--- src/rtl/lded_stream.sv ---
// ---------------------------------------------------------------------------
// lded_stream
//
// Output-stage drain for the sorting engine. This block runs in the minor
// clock domain. A toggle on mj_level marks a new match vector from the major
// domain. The toggle is synchronised and the vector captured. The index of
// every set bit is then emitted, one per accepted valid/ready transfer. The
// scan starts from the low or the high end, as chosen by dir at load time.
//
// Optional feature: define LDED_LDCNT_EN to register the popcount of each
// loaded vector on ld_cnt. When it is undefined, ld_cnt is tied to zero.
//
// Ports
//   clk_mn    : minor clock. All logic runs on its rising edge.
//   rst       : synchronous, active-high reset.
//   mode      : 1 = sorting-output mode. 0 ignores loads and freezes a drain.
//   mj_level  : level toggled by the major domain when FO_mj_reg is stable.
//   FO_mj_reg : match vector, ELEMENT_NUM bits.
//   dir       : 0 = lowest index first, 1 = highest first. Sampled at load.
//   out_ready : consumer accepts out_addr.
//   out_valid : out_addr holds a pending index.
//   out_addr  : index of the current element.
//   out_last  : the current element is the final set bit of the vector.
//   TR_empty  : no elements pending. Registered, sent to the major domain.
//   overrun   : sticky flag. A load arrived while a drain was in progress.
//   ld_cnt    : popcount of the last loaded vector. Zero if the option is off.
// ---------------------------------------------------------------------------
module lded_stream #(
    parameter int ELEMENT_NUM = 16,
    localparam int AW = $clog2(ELEMENT_NUM)
) (
    input  logic                   clk_mn,
    input  logic                   rst,
    input  logic                   mode,
    input  logic                   mj_level,
    input  logic [ELEMENT_NUM-1:0] FO_mj_reg,
    input  logic                   dir,
    input  logic                   out_ready,
    output logic                   out_valid,
    output logic [AW-1:0]          out_addr,
    output logic                   out_last,
    output logic                   TR_empty,
    output logic                   overrun,
    output logic [AW:0]            ld_cnt
);

    typedef enum logic {IDLE, DRAIN} state_t;

    state_t                 state, nxt_state;
    logic [2:0]             sync;
    logic [1:0]             guard;
    logic                   pulse;
    logic [ELEMENT_NUM-1:0] temp_reg, nxt_temp, clr_mask;
    logic                   dir_q, nxt_dir;
    logic                   tr_empty_q, nxt_empty;
    logic                   overrun_q, nxt_ovr;
    logic [AW-1:0]          addr_q;
    logic                   last_q;
    logic                   fire, load;

    // Returns the lowest set index, or the highest when hi is set.
    function automatic logic [AW-1:0] pick(input logic [ELEMENT_NUM-1:0] v,
                                           input logic hi);
        logic [AW-1:0] r;
        r = '0;
        if (hi) begin
            for (int i = 0; i < ELEMENT_NUM; i++)
                if (v[i]) r = i[AW-1:0];
        end else begin
            for (int i = ELEMENT_NUM - 1; i >= 0; i--)
                if (v[i]) r = i[AW-1:0];
        end
        return r;
    endfunction

    // The synchroniser carries no reset. After reset the guard counter hides
    // its contents until three clean samples have flushed through it.
    always_ff @(posedge clk_mn)
        sync <= {sync[1:0], mj_level};

    always_ff @(posedge clk_mn)
        if (rst)
            guard <= 2'd0;
        else if (guard != 2'd3)
            guard <= guard + 2'd1;

    assign pulse = (sync[1] ^ sync[2]) && (guard == 2'd3);

    // The outputs decode only registered state. mode gates out_valid.
    assign out_valid = (state == DRAIN) && mode;
    assign out_addr  = out_valid ? addr_q : '0;
    assign out_last  = out_valid && last_q;
    assign TR_empty  = tr_empty_q;
    assign overrun   = overrun_q;

    assign fire = out_valid && out_ready;
    // A load may overlap the final transfer of the previous vector.
    assign load = pulse && mode && ((state == IDLE) || (fire && last_q));

    always_comb begin
        nxt_state = state;
        nxt_temp  = temp_reg;
        nxt_dir   = dir_q;
        nxt_empty = tr_empty_q;
        nxt_ovr   = overrun_q;
        clr_mask  = '0;
        clr_mask[addr_q] = 1'b1;
        if (fire) begin
            nxt_temp = temp_reg & ~clr_mask;
            if (last_q) begin
                nxt_state = IDLE;
                nxt_empty = 1'b1;
            end
        end
        if (load) begin
            nxt_temp  = FO_mj_reg;
            nxt_dir   = dir;
            nxt_state = (FO_mj_reg != '0) ? DRAIN : IDLE;
            nxt_empty = (FO_mj_reg == '0);
        end else if (pulse && mode && state == DRAIN) begin
            nxt_ovr = 1'b1;
        end
    end

    // The address and last flag are pre-decoded from the next vector. This
    // keeps the priority encoder off the output path.
    always_ff @(posedge clk_mn) begin
        if (rst) begin
            state      <= IDLE;
            temp_reg   <= '0;
            dir_q      <= 1'b0;
            tr_empty_q <= 1'b1;
            overrun_q  <= 1'b0;
            addr_q     <= '0;
            last_q     <= 1'b0;
        end else begin
            state      <= nxt_state;
            temp_reg   <= nxt_temp;
            dir_q      <= nxt_dir;
            tr_empty_q <= nxt_empty;
            overrun_q  <= nxt_ovr;
            addr_q     <= pick(nxt_temp, nxt_dir);
            last_q     <= $onehot(nxt_temp);
        end
    end

`ifdef LDED_LDCNT_EN
    function automatic logic [AW:0] popcount(input logic [ELEMENT_NUM-1:0] v);
        logic [AW:0] c;
        c = '0;
        for (int i = 0; i < ELEMENT_NUM; i++)
            c = c + {{AW{1'b0}}, v[i]};
        return c;
    endfunction

    logic [AW:0] ld_cnt_q;

    // Every accepted load updates the count, including an all-zero vector.
    always_ff @(posedge clk_mn)
        if (rst)
            ld_cnt_q <= '0;
        else if (load)
            ld_cnt_q <= popcount(FO_mj_reg);

    assign ld_cnt = ld_cnt_q;
`else
    assign ld_cnt = '0;
`endif

endmodule

--- config.mk ---
export PLATFORM = sky130hd
export DESIGN_NAME = lded_stream
export DESIGN_NICKNAME = d
export VERILOG_FILES = /design/src/rtl/lded_stream.sv
export SDC_FILE = /design/constraint.sdc
export NUM_CORES = 1
export LEC_CHECK = 0
export ABC_AREA = 0
export BUFFER_PORTS_ARGS = -buffer_cell sky130_fd_sc_hd__buf_2
export CORE_ASPECT_RATIO = 1.75
export CORE_MARGIN = 2
export CORE_UTILIZATION = 53
export DETAILED_ROUTE_END_ITERATION = 12
export PLACE_DENSITY = 0.74
export SYNTH_ARGS = -nofsm -noshare
export SYNTH_HDL_FRONTEND = slang
export SYNTH_SLANG_ARGS = --single-unit
--- constraint.sdc ---
create_clock -name clk_mn -period 5.58 [get_ports clk_mn]
set_input_delay 0.837 -clock clk_mn [delete_from_list [all_inputs] [get_ports clk_mn]]
set_output_delay 0.837 -clock clk_mn [all_outputs]
set_load 0.03 [all_outputs]
==> summary.txt, run 1 <==
Routing
  – Post-Route WL: roughly 5200 µm
  – Vias: between 1500 and 2000
  – Vias/cell: between 5 and 6
  – DRC violations left: 0
  – Starting DRT DRC Count: 86
  – First drt pass iteration count: 5
  – WL/cell: approximately 17 µm
  – Antenna-violating nets left: 0

Floorplan
  – Die width: between 50 and 60 µm
  – Starting Density: 55.65%
  – Site Rows: 29
  – Chip height: 86.06 µm
  – Ports: 35
  – Core Area: 3665 µm²
  – Die area: ~4400 µm²

Placement
  – Setup WS pre-CTS: ~0.26 ns
  – Placed Area: between 2000 and 2500 µm²
  – RePlAce Congestion: between 0.9 and 1
  – PortBufs: 29
  – DP HPWL: a little over 4000 µm

Clock tree
  – CTS clk-pin slew, worst paths: 0.06 ns
  – Num CTS Buffers: 5
  – Root Buffer: clkbuf_8
  – CTS tree: done
  – Post_cts resized: 0
  – H-tree Lvls: 2
  – Hold-fix buffers at CTS: 0
  – Setup bufs post-CTS: 0
  – Clock tree buffer depth: 2
  – Clk_lat worst skew: 0.28 ns
  – Sink Count: 30

Logic synthesis
  – Distinct cells, synth: 47
  – Top cells by count, synth: dfxtp_1 (30), nor2_1 (23), inv_1 (20)
  – Sequential share of the synthesized area: between 20% and 30%
  – Most common cell in the netlist: dfxtp_1
  – Async S/R FF share, synth: 0%
  – Synth area leaders: dfxtp_1 (29%), fa_1 (9.8%), o31a_1 (6.0%), mux2i_2 (4.7%), nor2_1 (4.2%)
  – Syn Area/Cell: slightly above 9 µm²
  – Dominant synthesized flop cell: dfxtp_1
  – Area leader, netlist: dfxtp_1
  – Synth Register Bits: 30
  – Synthesized area: around 2000 µm²
  – Post-synth EDFFs: 0
  – Synth Warn #: 0
  – Syn Inst Count: between 200 and 250
  – Yosys top cell area share: 29.45%

STA
  – # setup viols final: 0
  – Max Freq: just under 200 MHz
  – Final worst slack: between 0.5 and 0.6 ns
  – Skew final: approximately 0.0052 ns
  – Tmin final: approximately 5.0 ns
  – Setup repair after global routing missed its margin: false
  – Hold Vio Cnt, Final: 0
  – Slew Limit Fails: 0
  – Setup_tns: 0 ns
  – Worst rel slew slack: roughly half
  – Final worst path period share: 90.15%
  – Worst Tran Pin Value: 0.7058 ns

Cells and area
  – Final #Nets: about 300
  – Core Util, Final: a little under two thirds
  – Proportion of layout cells with a drive suffix above 1: between 20% and 30%
  – Max reg flops: 16
  – Ant. Diodes: 0
  – Synth-to-Final Area Change: 14.66%
  – Final instance area: about 2300 µm²

Global route
  – Antenna violations before repair: 0
  – GRT overflow: 0
  – Vias in the first global route: between 1500 and 2000
  – Pin count of the biggest net entering global routing: 23
  – First-pass GRT wire length: ~8400 µm
  – Global Route Usage Sum: 25.80%

Power
  – Power density cells: between 200 and 250 nW/µm²
  – P_leak: ~1.2 nW
  – VDD IR-drop max: about 0.15 mV

Setup path
  – Critical Path RT: 5.80 ns
  – Crit Path Category: in2reg
  – Reg-to-Reg Start: state
  – Worst r2r path cells: 15
  – Crit end category: flop
  – Critical Path AT: 5.25 ns
  – CP Launch Point: mode
  – CP startpoint kind: primary input
  – Worst r2r dst: last_q
  – Worst setup endpoint: last_q
  – Reg2Reg Setup Slack: roughly 0.75 ns
  – CP max FO: 18

Run status
  – Outcome: finished clean

Flow run
  – MaxCap Viol Count: 0

Min path
  – Min-Delay Path Class: reg2reg
[stage by stage]
stage | instances | hold slack, ns | total power [W]
after floorplan | 224 | 0.3096 | 0.0003334
after global placement | 296 | 0.3106 | 0.0003662
after detailed placement | 296 | 0.3374 | 0.0003708
after CTS | 304 | 0.3524 | 0.0005434
after global routing | 304 | 0.3515 | 0.0005690
final | 304 | 0.3507 | 0.0005443
[cell type report]
class / count / area (µm²)
fill: 335 / 1326
multi-input combinational: 163 / 1296
sequential: 30 / 600.6
timing repair buffer: 37 / 217.7
clock buffer: 7 / 86.33
inverter: 20 / 75.07
tap: 46 / 57.56
clock inverter: 1 / 5.005
[critical path, stage by stage]
cell and delay [ns]:
buf_2 0.17, and3_1 0.17, o2111ai_2 0.21, buf_12 0.23, mux2i_2 0.37, inv_1 0.11
fa_1 0.50, fa_1 0.49, inv_1 0.05, fa_1 0.46, fa_1 0.49, inv_1 0.05
ha_1 0.20, fa_1 0.44, nor4b_1 0.27, and3_1 0.18
[routing by layer]
layer | track usage [%] | vias to the layer above | part of all wire [%]
li1 | - | 843 | -
met1 | 28.57 | 885 | 37
met2 | 46.89 | 72 | 55
met3 | 2.962 | 17 | 4.6
met4 | 13.51 | 0 | 3.4
met5 | 0 | - | 0
[logic make-up after synthesis]
family	share of synthesized area, %
compound gates	16.26
xor+xnor	0.8591
fa+ha+maj	13.50
buf+inv	7.730
flops	29.45
mux	11.84
other cells	0.1839
simple gates	20.18
[where the power goes]
group          internal (W)  switching (W)
sequential         0.000228      0.0000132
clock             0.0000993      0.0000781
combinational     0.0000536      0.0000718
[placed cells by master (no fill, tap or decap), types with 6 or more instances in the layout]
| master | count |
|---|---|
| a21oi_1 | 7 |
| and3_1 | 8 |
| buf_2 | 29 |
| buf_4 | 7 |
| clkbuf_8 | 6 |
| dfxtp_1 | 30 |
| fa_1 | 10 |
| ha_1 | 6 |
| inv_1 | 20 |
| mux2i_1 | 7 |
| mux2i_2 | 7 |
| nand2_1 | 11 |
| nand2b_1 | 8 |
| nand3_1 | 7 |
| nor2_1 | 23 |
| o31a_1 | 14 |
[worst min path at each step]
stage / cells past startpoint / end / startpoint
2_1_floorplan: 0 / sync[1] / sync[0]
3_3_place_gp: 0 / sync[1] / sync[0]
3_5_place_dp: 0 / sync[1] / sync[0]
4_1_cts: 0 / sync[1] / sync[0]
5_1_grt: 0 / sync[1] / sync[0]
6_report: 0 / sync[1] / sync[0]
Note: power is estimated with default switching activity, not from simulation.
==> inputs of run 2 (changes only) <==
--- a/config.mk
+++ b/config.mk
@@ -9,9 +9,9 @@
 export BUFFER_PORTS_ARGS = -buffer_cell sky130_fd_sc_hd__buf_2
 export CORE_ASPECT_RATIO = 1.75
 export CORE_MARGIN = 2
-export CORE_UTILIZATION = 53
+export CORE_UTILIZATION = 38
 export DETAILED_ROUTE_END_ITERATION = 12
-export PLACE_DENSITY = 0.74
+export PLACE_DENSITY = 0.56
 export SYNTH_ARGS = -nofsm -noshare
 export SYNTH_HDL_FRONTEND = slang
 export SYNTH_SLANG_ARGS = --single-unit
==> summary.txt, run 2 (synthesis results as in run 1) <==
Run status
  – Outcome: finished clean

Setup path
  – CP peak stage delay: 0.53 ns (+0.03 ns)
  – Critical Path AT: 5.17 ns (-0.08 ns)
  – Critical path's most frequent cell: fa_1
  – Worst Path Buf+Inv: 5 (unchanged)
  – CP startpoint kind: primary input
  – Crit Path Category: in2reg
  – Crit end category: flop
  – Top delay family on crit path: adder cells
  – Crit-path slowest cell: fa_1
  – Critical Path RT: 5.82 ns (+0.02 ns)
  – CP max FO: 12 (-6)
  – WP depth: 16 (unchanged)
  – Crit path cell chain: buf_2 > and3_1 > o2111ai_2 > buf_12 > mux2i_2 > inv_1 > fa_1 > inv_1 > fa_1 > fa_1 > fa_1 > inv_1 > ha_1 > fa_1 > nor4b_1 > and3_1
  – Worst r2r path cells: 15 (unchanged)

Cells and area
  – Final #Nets: 299 (+1.4%)
  – Multi-input gate area: 1296 µm² (unchanged)
  – Commonest cells after routing, fill and taps aside: dfxtp_1 (30), buf_2 (29), nor2_1 (23)
  – Filler Cell Count: 516 (+54%)
  – Synth-to-Final Area Change: 16.69%
  – Max reg flops: 16 (unchanged)
  – FF+latch area: 600.6 µm² (unchanged)
  – Proportion of layout cells with a drive suffix above 1: 24.81% (+1.2 points)
  – Commonest non-fill, non-tap cell in the layout: dfxtp_1
  – Ant. Diodes: 0 (unchanged)
  – Final instance area: 2380 µm² (+1.8%)

Power
  – Seq pwr share: 43.8% (-0.6 points)
  – P_int: 0.0003825 W (+0.36%)
  – Power density cells: 233.2 nW/µm² (+0.18%)
  – Net Sw Power: 0.0001723 W (+5.7%)
  – P_leak: 1.194 nW (+1.4%)
  – Net switching fraction of the power: 31.06% (+1.1 points)
  – VDD IR-drop max: 0.08178 mV (-45%)
  – Overall Power: 0.0005549 W (+1.9%)
  – Gate power share: 22.7% (-0.3 points)
  – Clock power frac: 33.6% (+1.0 points)

Floorplan
  – Starting Density: 39.14% (-17 points)
  – Die area: 5992 µm² (+37%)
  – Ports: 35 (unchanged)
  – Site Rows: 35 (+21%)
  – Die width: 59.38 µm (+17%)
  – Chip height: 100.9 µm (+17%)
  – Core Area: 5211 µm² (+42%)

Global route
  – Global Route Usage Sum: 20.60% (-5.2 points)
  – Pin count of the biggest net entering global routing: 23 (unchanged)
  – First-pass GRT wire length: 9011 µm (+7.0%)
  – Antenna violations before repair: 0 (unchanged)
  – GRT overflow: 0 (unchanged)
  – Vias in the first global route: 1857 (+4.4%)

Routing
  – WL/cell: 17.63 µm (+3.3%)
  – Starting DRT DRC Count: 91 (+5.8%)
  – Antenna-violating nets left: 0 (unchanged)
  – Post-Route WL: 5589 µm (+7.7%)
  – Vias: 1790 (-1.5%)
  – First drt pass iteration count: 6 (+1)
  – Vias/cell: 5.647 (-5.5%)
  – DRC violations left: 0 (unchanged)

STA
  – # setup viols final: 0 (unchanged)
  – Skew final: 0.004424 ns (-0.0008148 ns)
  – Setup repair after global routing missed its margin: false
  – Hold Vio Cnt, Final: 0 (unchanged)
  – Worst rel slew slack: 58.71% (+7.1 points)
  – Worst Tran Pin Value: 0.6021 ns (-0.1037 ns)
  – Final worst path period share: 88.33% (-1.8 points)
  – Tmin final: 4.929 ns (-0.1013 ns)
  – Slew Limit Fails: 0 (unchanged)
  – Setup_tns: 0 ns (unchanged)
  – Max Freq: 202.9 MHz (+2.1%)

Placement
  – DP HPWL: 4469 µm (+8.5%)
  – Placed Area: 2288 µm² (+1.8%)
  – PortBufs: 29 (unchanged)
  – RePlAce Congestion: 0.7902 (-15%)

Clock tree
  – Num CTS Buffers: 5 (unchanged)
  – Sink Count: 30 (unchanged)
  – Root Buffer: clkbuf_8
  – Post_cts resized: 0 (unchanged)
  – Hold-fix buffers at CTS: 0 (unchanged)
  – Setup bufs post-CTS: 0 (unchanged)
  – CTS tree: done
  – H-tree Lvls: 2 (unchanged)
  – Clock tree buffer depth: 2 (unchanged)
  – Clk_lat worst skew: 0.29 ns (about the same)
  – CTS clk-pin slew, worst paths: 0.07 ns (about the same)

Min path
  – WHS Path Cells: 0 (unchanged)
  – Min-Delay Path Class: reg2reg

Flow run
  – MaxCap Viol Count: 0 (unchanged)
[run 2: changes by cell type in the layout (fill, tap and decap cells not counted)]
cell / change
buf_4: +4
[run 2: area by class of cell]
| class | instances | share of cell area (%) |
|---|---|---|
| Multi-Input combinational cell | 163 | 54.47 |
| Sequential cell | 30 | 25.24 |
| Timing Repair Buffer | 41 | 10.41 |
| Clock buffer | 7 | 3.628 |
| Inverter | 20 | 3.155 |
| Tap cell | 55 | 2.892 |
| Clock inverter | 1 | 0.2103 |
[run 2: power by group through the flow]
stage | registers [W] | clock network (W) | logic, W
floorplan | 0.000241 | 0 | 0.0000926
global placement | 0.000247 | 0 | 0.000126
detailed placement | 0.000247 | 0 | 0.000126
CTS | 0.000243 | 0.000192 | 0.000126
global route | 0.000244 | 0.000200 | 0.000141
finish | 0.000243 | 0.000186 | 0.000126
[run 2: layer usage]
layer	up-vias	global-route usage (%)	part of all wire, %
met5	-	0	0
met4	0	13.46	4.9
met3	20	3.338	4.5
met2	65	38.04	55
met1	858	19.84	35
li1	847	-	-
[run 2: worst paths after layout]
check,from,to,slack (ns)
hold reg to reg,sync[0],sync[1],0.33
setup / recovery,mode,last_q,0.65
setup reg to reg,state,last_q,0.84
hold / removal,sync[0],sync[1],0.33
[run 2: worst reg2reg max path: stages, from the launching register on]
cell       delay [ns]
dfxtp_1          0.56
inv_1            0.10
o2111ai_2        0.31
buf_12           0.21
mux2i_2          0.28
inv_1            0.11
fa_1             0.53
inv_1            0.05
fa_1             0.50
fa_1             0.44
fa_1             0.50
inv_1            0.04
ha_1             0.20
fa_1             0.43
nor4b_1          0.25
and3_1           0.17
[run 2: per-stage QoR]
| step | utilization (%) | worst slack, ns | hold slack [ns] | cells |
|---|---|---|---|---|
| after floorplan | - | 0.5588 | 0.3096 | 224 |
| after global placement | 43.91 | 0.3816 | 0.3257 | 309 |
| after detailed placement | 43.91 | 0.3468 | 0.3160 | 309 |
| after CTS | 45.67 | 0.6249 | 0.3323 | 317 |
| after global routing | 45.67 | 0.4504 | 0.3456 | 317 |
| final | 45.67 | 0.6510 | 0.3281 | 317 |
